**config.mk**
```make
export PLATFORM = sky130hd
export DESIGN_NAME = fc_sequencer
export DESIGN_NICKNAME = d
export VERILOG_FILES = /design/src/rtl/fc_sequencer_pkg.sv /design/src/rtl/fc_sequencer_valid_delay_sr.sv /design/src/rtl/fc_sequencer.sv
export SDC_FILE = /design/constraint.sdc
export NUM_CORES = 1
export LEC_CHECK = 0
export CAP_MARGIN = 20
export CORE_MARGIN = 1.5
export CORE_UTILIZATION = 30
export CTS_BUF_LIST = sky130_fd_sc_hd__clkbuf_2
export DETAILED_ROUTE_END_ITERATION = 7
export SETUP_SLACK_MARGIN = 0.15
export SLEW_MARGIN = 20
export SYNTH_ARGS = -nofsm -noshare
export SYNTH_HDL_FRONTEND = slang
export SYNTH_HIERARCHICAL = 1
export SYNTH_SLANG_ARGS = --single-unit
export TNS_END_PERCENT = 30
```
**constraint.sdc**
```tcl
create_clock -name clock -period 2.3 [get_ports clock]
set_clock_uncertainty 0.1 [all_clocks]
set_input_delay 0.69 -clock clock [delete_from_list [all_inputs] [get_ports clock]]
set_output_delay 0.69 -clock clock [all_outputs]
set_load 0.02 [all_outputs]
```
**src/rtl/fc_sequencer_pkg.sv**
```systemverilog
// Shared parameters, state encoding and pipeline tag type for the FC sequencer.
// Defaults here are the nominal network shape; instances may override them.
package fc_sequencer_pkg;

  localparam int FM_DEPTH_DEF    = 64;
  localparam int NUM_KERNELS_DEF = 2;
  localparam int PIPE_LAT_DEF    = 2;

  function automatic int idx_width(input int n);
    return (n > 1) ? $clog2(n) : 1;
  endfunction

  localparam int FM_AW_DEF = idx_width(FM_DEPTH_DEF);

  typedef enum logic [2:0] {
    ST_IDLE,
    ST_CLEAR,
    ST_RUN,
    ST_DRAIN,
    ST_DONE
  } fc_state_t;

  typedef struct packed {
    logic valid;
    logic last;
  } issue_tag_t;

endpackage

```
**src/rtl/fc_sequencer_valid_delay_sr.sv**
```systemverilog
// Delays the (valid, last) issue tag by DEPTH cycles to line up with mux read data.
// No backpressure; synchronous reset flushes every stage so aborted passes leave no trace.
module valid_delay_sr
  import fc_sequencer_pkg::*;
#(
  parameter int DEPTH = PIPE_LAT_DEF
) (
  input  logic       clock,
  input  logic       reset,
  input  issue_tag_t d,
  output issue_tag_t q
);

  issue_tag_t sr [DEPTH];

  always_ff @(posedge clock) begin
    if (reset) begin
      for (int i = 0; i < DEPTH; i++) sr[i] <= '0;
    end else begin
      sr[0] <= d;
      for (int i = 1; i < DEPTH; i++) sr[i] <= sr[i-1];
    end
  end

  assign q = sr[DEPTH-1];

endmodule

```
**src/rtl/fc_sequencer.sv**
```systemverilog
// Sequences one classifier pass: clear, issue all (addr, kernel) reads, drain, hand off.
// Issue takes FM_DEPTH*NUM_KERNELS cycles; result held in DONE until result_ack.
module fc_sequencer
  import fc_sequencer_pkg::*;
#(
  parameter int FM_DEPTH    = FM_DEPTH_DEF,
  parameter int NUM_KERNELS = NUM_KERNELS_DEF,
  parameter int PIPE_LAT    = PIPE_LAT_DEF
) (
  input  logic                             clock,
  input  logic                             reset,
  input  logic                             start,
  input  logic                             result_ack,
  output logic [idx_width(FM_DEPTH)-1:0]    rd_addr,
  output logic [idx_width(NUM_KERNELS)-1:0] ram_select,
  output logic                             mac_clear,
  output logic                             mac_en,
  output logic                             mac_last,
  output logic                             product_rdy,
  output logic                             fm_release,
  output logic                             busy
);

  localparam int AW = idx_width(FM_DEPTH);
  localparam int SW = idx_width(NUM_KERNELS);
  localparam int DW = idx_width(PIPE_LAT);

  localparam logic [AW-1:0] ADDR_LAST  = AW'(FM_DEPTH - 1);
  localparam logic [SW-1:0] SEL_LAST   = SW'(NUM_KERNELS - 1);
  localparam logic [DW-1:0] DRAIN_LAST = DW'(PIPE_LAT - 1);

  fc_state_t     state;
  logic [DW-1:0] drain_cnt;
  logic          issue_valid;
  logic          last_pair;
  issue_tag_t    tag_in;
  issue_tag_t    tag_out;

  assign issue_valid = (state == ST_RUN);
  assign last_pair   = issue_valid && (rd_addr == ADDR_LAST) && (ram_select == SEL_LAST);
  assign tag_in      = {issue_valid, last_pair};

  valid_delay_sr #(
    .DEPTH(PIPE_LAT)
  ) u_valid_delay_sr (
    .clock(clock),
    .reset(reset),
    .d    (tag_in),
    .q    (tag_out)
  );

  assign mac_en   = tag_out.valid;
  assign mac_last = tag_out.last;

  always_ff @(posedge clock) begin
    if (reset) begin
      state       <= ST_IDLE;
      rd_addr     <= '0;
      ram_select  <= '0;
      drain_cnt   <= '0;
      mac_clear   <= 1'b0;
      product_rdy <= 1'b0;
      fm_release  <= 1'b0;
      busy        <= 1'b0;
    end else begin
      mac_clear  <= 1'b0;
      fm_release <= 1'b0;
      case (state)
        ST_IDLE: begin
          if (start) begin
            state      <= ST_CLEAR;
            rd_addr    <= '0;
            ram_select <= '0;
            mac_clear  <= 1'b1;
            busy       <= 1'b1;
          end
        end
        ST_CLEAR: begin
          state <= ST_RUN;
        end
        ST_RUN: begin
          // Kernel select is the inner loop; the address advances on its wrap.
          if (last_pair) begin
            state     <= ST_DRAIN;
            drain_cnt <= '0;
          end else if (ram_select == SEL_LAST) begin
            ram_select <= '0;
            rd_addr    <= rd_addr + AW'(1);
          end else begin
            ram_select <= ram_select + SW'(1);
          end
        end
        ST_DRAIN: begin
          if (drain_cnt == DRAIN_LAST) begin
            state       <= ST_DONE;
            product_rdy <= 1'b1;
            fm_release  <= 1'b1;
          end else begin
            drain_cnt <= drain_cnt + DW'(1);
          end
        end
        ST_DONE: begin
          if (result_ack) begin
            state       <= ST_IDLE;
            product_rdy <= 1'b0;
            busy        <= 1'b0;
          end
        end
        default: begin
          state       <= ST_IDLE;
          product_rdy <= 1'b0;
          busy        <= 1'b0;
        end
      endcase
    end
  end

endmodule

```
==> impl_metrics.ini, run 1 <==
[logic_synthesis]
synth_area_per_cell_um2 = 9.17
syn-num-nets = 100
synth_mux_area_share_pct = 2.30
mappedNetlistArea_um2 = 871
synth-warning-count = 6
synth.distinct_cells = 39
netlist_instances = 95
async_set_or_reset_flop_fraction_in_the_synthesized_netlist_pct = 0
post_synth_edffs = 0
synth_top_family_by_area = simple AND/OR/NAND/NOR gates
share_of_synthesized_cell_area_in_and_or_nand_and_nor_gates_pct = 28.4
synth_compound_gate_area_share_pct = 15.8
synth_xor_xnor_area_share_pct = 0
ys_ff_latch = 19
synthFlopType = sky130_fd_sc_hd__dfxtp_1
post_synth_fa_ha_maj_area_fraction_pct = 1.44
synth-seq-area-share_pct = 43.7

[setup_path]
cp_data_arrival_time_ns = 1.39
worstSetupPathType = flip-flop to primary output
cpLargestDelayFamily = buffers and inverters
cp_slowest_cell = sky130_fd_sc_hd__clkdlybuf4s50_1
critical_path.startpoint_type = flip-flop
critPathMaxStageDelay_ns = 0.64
reg2reg_setup_slack_ns = 0.44
critical_path_buf_inv_count = 1
critical_path.cell_chain = clkdlybuf4s50_1
worst_r2r_endpoint = rd_addr[1]
worst-endpoint-required_ns = 1.51
worst_setup_path_end_kind = primary output
ff2ff_path_depth = 5
critical_path.max_fanout = 5
timing.rr.start = rd_addr[1]

[drt]
remaining_drc_errors = 0
routed-via-count = 743
detailedRoute.firstPassIterationCount = 4
detailedRoute.firstIterationViolations = 16
wl_per_cell_um = 11.6
avgViaCountPerCell = 5.09
drt.antenna.violating_nets = 0
route.final.wire_length_um = 1700

[place]
portBuffers = 16
gp_congestion = 0.780
hpwl_um = 1300
preCtsSetupSlack_ns = 0.00501

[timing]
worstMarginPinSlew_ns = 0.414
min_period_ns = 2.18
unrepaired_setup_endpoints_after_global_routing = true
setup_viol = 0
total_negative_slack_for_setup_checks_ns = 0
finalHoldViolations = 0
finalMaxSlewViolations = 0
final.period_utilization_pct = 94.8
maxSlewHeadroom_pct = 72.4
final_critical_path_setup_slack_ns = 0.120
clock.fmax_ghz = 0.459

[floorplanning]
coreArea_um2 = 2760
placement_rows = 19
io_pins = 17
die-width_um = 56.9
initial_core_utilization_pct = 31.6
design.die.area_um2 = 3230
height_of_the_die_um = 56.9

[status]
status = completed

[global_route]
globalRoute.totalOverflow = 0
global_route_wire_length_before_repair_um = 3040
antenna_found_initial = 0
first_global_vias = 703
grt_max_degree = 14
globalRouteTotalUtil_pct = 11.9

[clock_network]
clock_transition_at_the_registers_of_the_reported_paths_ns = 0.18
clock_tree_sinks = 19
clock_tree.htree_level_count = 1
cts_hold_buf = 0
insertion_delay_ns = 0.30
cts_max_path_buffers = 2
tritoncts = done
tritoncts.num_buffers = 3
ctsRootBufferMaster = sky130_fd_sc_hd__clkbuf_2

[pwr]
ir_worst_vdd_mv = 0.342
static-leakage-power_nw = 0.422
power_density_nw_per_um2 = 560

[cells_and_area]
finish.net_count = 121
syn_to_final_growth_pct = 26.4
diode_count = 0
drive_above_1_share_pct = 18.3

[min_path]
hold_depth = 1
worstHoldStart = u_valid_delay_sr/sr[0][1]
hold_path_end = u_valid_delay_sr/sr[0][3]
tightest_hold_check_type = flip-flop to flip-flop

[job]
timing.max_cap.violations = 0
[cells in the mapped netlist (2+ instances only)]
cell,instances,share of area [%]
sky130_fd_sc_hd__dfxtp_1,19,44
sky130_fd_sc_hd__nand3_1,7,4.0
sky130_fd_sc_hd__nor2_1,7,3.0
sky130_fd_sc_hd__inv_1,6,2.6
sky130_fd_sc_hd__nor2b_1,5,3.6
sky130_fd_sc_hd__a21oi_1,4,2.3
sky130_fd_sc_hd__buf_4,3,2.6
sky130_fd_sc_hd__clkbuf_1,3,1.3
sky130_fd_sc_hd__nand2_1,3,1.3
sky130_fd_sc_hd__o21ai_0,3,1.7
sky130_fd_sc_hd__mux2i_1,2,2.3
sky130_fd_sc_hd__nand4_1,2,1.4
sky130_fd_sc_hd__nor3_1,2,1.1
sky130_fd_sc_hd__nor4_1,2,1.4
sky130_fd_sc_hd__o211ai_1,2,1.7
sky130_fd_sc_hd__o22ai_1,2,1.4
[timing repair]
item                                    CTS  global route
pin swaps                                 0             0
resized for setup                         1             1
hold endpoints to repair                  0             0
endpoints found under the setup margin    5             6
setup buffers                             0             0
[how the worst max path moves through the flow]
stage | start | end | slack [ns] | depth (start not counted)
2_1_floorplan | reset | rd_addr[5] | 0.48 | 4
3_3_place_gp | reset | rd_addr[5] | 0.03 | 5
3_5_place_dp | reset | rd_addr[1] | 0.005 | 6
4_1_cts | rd_addr[2] | rd_addr[2] | 0.1 | 1
5_1_grt | rd_addr[1] | rd_addr[1] | 0.04 | 1
6_report | rd_addr[1] | rd_addr[1] | 0.12 | 1
[power by group]
part	internal (mW)	switching (mW)	leakage [nW]
clock	0.0394	0.102	0.0164
combinational	0.0558	0.0521	0.251
sequential	0.345	0.0226	0.154
total	0.440	0.177	0.422
[sequential cells by signal (all words and copies together) (netlist names)]
name / cells
busy: 1
drain_cnt: 1
fm_release: 1
mac_clear: 1
product_rdy: 1
ram_select: 1
rd_addr: 6
state: 3
u_valid_delay_sr/sr: 4
[kinds of logic (layout without fill, tap and decap cells)]
kind of cell / after synthesis / in the layout
AND/OR/NAND/NOR: 40 / 40
flip-flops: 19 / 19
adder cells (fa/ha/maj): 1 / 1
AO/OA/AOI/OAI: 19 / 19
multiplexers: 2 / 2
buffers and inverters: 14 / 34
[per-stage QoR]
step / area, um^2 / hold WS [ns] / utilization [%] / instances / total power [mW]
after floorplan: 871 / 0.314 / - / 95 / 0.437
after global placement: 1080 / 0.327 / 39.2 / 142 / 0.482
after detailed placement: 1080 / 0.324 / 39.2 / 142 / 0.482
after CTS: 1100 / 0.360 / 39.8 / 146 / 0.623
after global routing: 1100 / 0.372 / 39.9 / 146 / 0.649
final: 1100 / 0.358 / 39.9 / 146 / 0.617
[cell type report]
class                   instances  area, um^2
flip-flops and latches         19         380
clock buffers                   3        15.0
well taps                      31        38.8
repair buffers                 24         221
clock inverters                 1        5.00
fillers                       287        1660
inverters                       6        22.5
multi-input cells              62         418
[metal layers]
layer / GRT usage [%] / up-vias / part of all wire (%)
li1: - / 387 / -
met1: 15.5 / 341 / 50
met2: 19.1 / 13 / 46
met3: 1.38 / 2 / 2.9
met4: 5.98 / 0 / 1.1
met5: 0 / - / 0
[layout by cell type (no fill, tap or decap), drive strengths merged, types with 3 or more instances in the layout]
cell type / synthesis / final
o211ai: 3 / 3
nand2: 4 / 4
o21ai: 3 / 3
clkbuf: 3 / 3
dfxtp: 19 / 19
a21oi: 4 / 4
nand3: 7 / 7
clkdlybuf4s50: 0 / 14
nor2b: 5 / 5
inv: 6 / 6
nor2: 7 / 7
buf: 5 / 8
Power figures use the tool's default switching activity.
==> run 2: changes to the inputs <==
- CORE_MARGIN: 1.5 -> 3
==> impl_metrics.ini, run 2 (same netlist as run 1, synthesis figures left out) <==
[cells_and_area]
drive_above_1_share_pct = 17.7
finish.net_count = 119
post-route-cell-area_um2 = 1090
layout.core_utilization_pct = 41.6
most_flops_register = rd_addr
largest_registers = rd_addr: 6 flops, u_valid_delay_sr/sr: 4 flops, state: 3 flops
final_common_cell = sky130_fd_sc_hd__dfxtp_1
diode_count = 0
mostFrequentLayoutCells = sky130_fd_sc_hd__dfxtp_1 (18), sky130_fd_sc_hd__clkdlybuf4s50_1 (14), sky130_fd_sc_hd__nor2_1 (7), sky130_fd_sc_hd__nand3_1 (7)
syn_to_final_growth_pct = 24.7
flip_flop_count_of_the_largest_register_all_copies_and_words_added = 6

[clock_network]
ctsRootBufferMaster = sky130_fd_sc_hd__clkbuf_2
clock_tree_sinks = 19
tritoncts.num_buffers = 3
cts_max_path_buffers = 2
tritoncts = done
clock_transition_at_the_registers_of_the_reported_paths_ns = 0.18
clock_tree.htree_level_count = 1
cts_hold_buf = 0
insertion_delay_ns = 0.30

[timing]
finalMaxSlewViolations = 0
min_period_ns = 2.15
maxSlewHeadroom_pct = 70.8
clock.fmax_ghz = 0.465
unrepaired_setup_endpoints_after_global_routing = true
setup_viol = 0
final_critical_path_setup_slack_ns = 0.148
worstMarginPinSlew_ns = 0.438
final.period_utilization_pct = 93.6
finalHoldViolations = 0

[global_route]
globalRouteTotalUtil_pct = 11.7
global_route_wire_length_before_repair_um = 3160
grt_max_degree = 14
grt_use_met2_pct = 17.3
globalRouteMet1Util_pct = 15.5
antenna_found_initial = 0
top_usage_layer = met2
globalRoute.totalOverflow = 0
first_global_vias = 704
met3_usage_grt_pct = 3.02

[setup_path]
cp_slowest_cell = sky130_fd_sc_hd__clkdlybuf4s50_1
critical_path.max_fanout = 4
cpLargestDelayFamily = buffers and inverters
worst_setup_path_end_kind = primary output
worst-endpoint-required_ns = 1.51
critical_path.cell_chain = clkdlybuf4s50_1
critical_path.startpoint_type = flip-flop
critPathMaxStageDelay_ns = 0.63
worstSetupPathType = flip-flop to primary output
cp_data_arrival_time_ns = 1.36
critical_path_buf_inv_count = 1

[drt]
wl_per_cell_um = 12.6
avgViaCountPerCell = 5.04
detailedRoute.firstIterationViolations = 17
route.final.wire_length_um = 1810
drt.antenna.violating_nets = 0
routed-via-count = 721
remaining_drc_errors = 0
detailedRoute.firstPassIterationCount = 2

[pwr]
cell_internal_pwr_mw = 0.439
power_density_nw_per_um2 = 569
clkPwrFrac_pct = 23.2
share_seq_of_total_power_pct = 59.5
comb_power_share_pct = 17.2
swShare_pct = 29.0
static-leakage-power_nw = 0.413
total_switching_power_mw = 0.179
ir_worst_vdd_mv = 0.319

[place]
gp_congestion = 0.829
hpwl_um = 1320
portBuffers = 16
preCtsSetupSlack_ns = -0.0283
placement.cell_area_um2 = 1060

[floorplanning]
initial_core_utilization_pct = 33.3
io_pins = 17
design.die.area_um2 = 3590
height_of_the_die_um = 59.9
die-width_um = 59.9
coreArea_um2 = 2610
placement_rows = 18

[min_path]
tightest_hold_check_type = flip-flop to flip-flop

[status]
status = completed

[job]
timing.max_cap.violations = 0
## run 2: power groups by stage
stage / registers (mW) / logic (mW) / clock network [mW]
2_1_floorplan: 0.369 / 0.0678 / 0
3_3_place_gp: 0.374 / 0.106 / 0
3_5_place_dp: 0.374 / 0.107 / 0
4_1_cts: 0.367 / 0.107 / 0.155
5_1_grt: 0.371 / 0.118 / 0.172
6_report: 0.368 / 0.107 / 0.143
## run 2: layout make-up
class / count / area, um^2
clock buffers: 3 / 15.0
repair buffers: 22 / 206
flip-flops and latches: 19 / 382
well taps: 30 / 37.5
multi-input cells: 62 / 418
inverters: 6 / 22.5
clock inverters: 1 / 5.00
fillers: 273 / 1530
## run 2: layer usage
layer,vias to the layer above,wire length (um)
met2,8,797
met5,-,0
li1,373,-
met4,0,13
met3,2,61
met1,338,935
## run 2: repair_timing
action	4_1_cts	5_1_grt
gates resized for setup	1	2
setup buffers	0	0
pin swaps	0	0
setup endpoints to repair	6	8
## run 2: worst paths after layout
path	from	endpoint	slack [ns]	cells after the start
hold reg to reg	u_valid_delay_sr/sr[0][0]	u_valid_delay_sr/sr[0][2]	0.36	1
hold / removal	u_valid_delay_sr/sr[0][0]	u_valid_delay_sr/sr[0][2]	0.36	1
setup reg to reg	rd_addr[1]	rd_addr[1]	0.43	5
setup / recovery	rd_addr[0]	rd_addr[0]	0.15	1
## run 2: through the flow
step	std cells	hold WS [ns]	total power [mW]	TNS (ns)
final	143	0.359	0.618	0
after global routing	143	0.375	0.661	0
after CTS	143	0.362	0.629	0
after detailed placement	139	0.326	0.481	-0.0283
after global placement	139	0.317	0.480	0
after floorplan	95	0.314	0.437	0
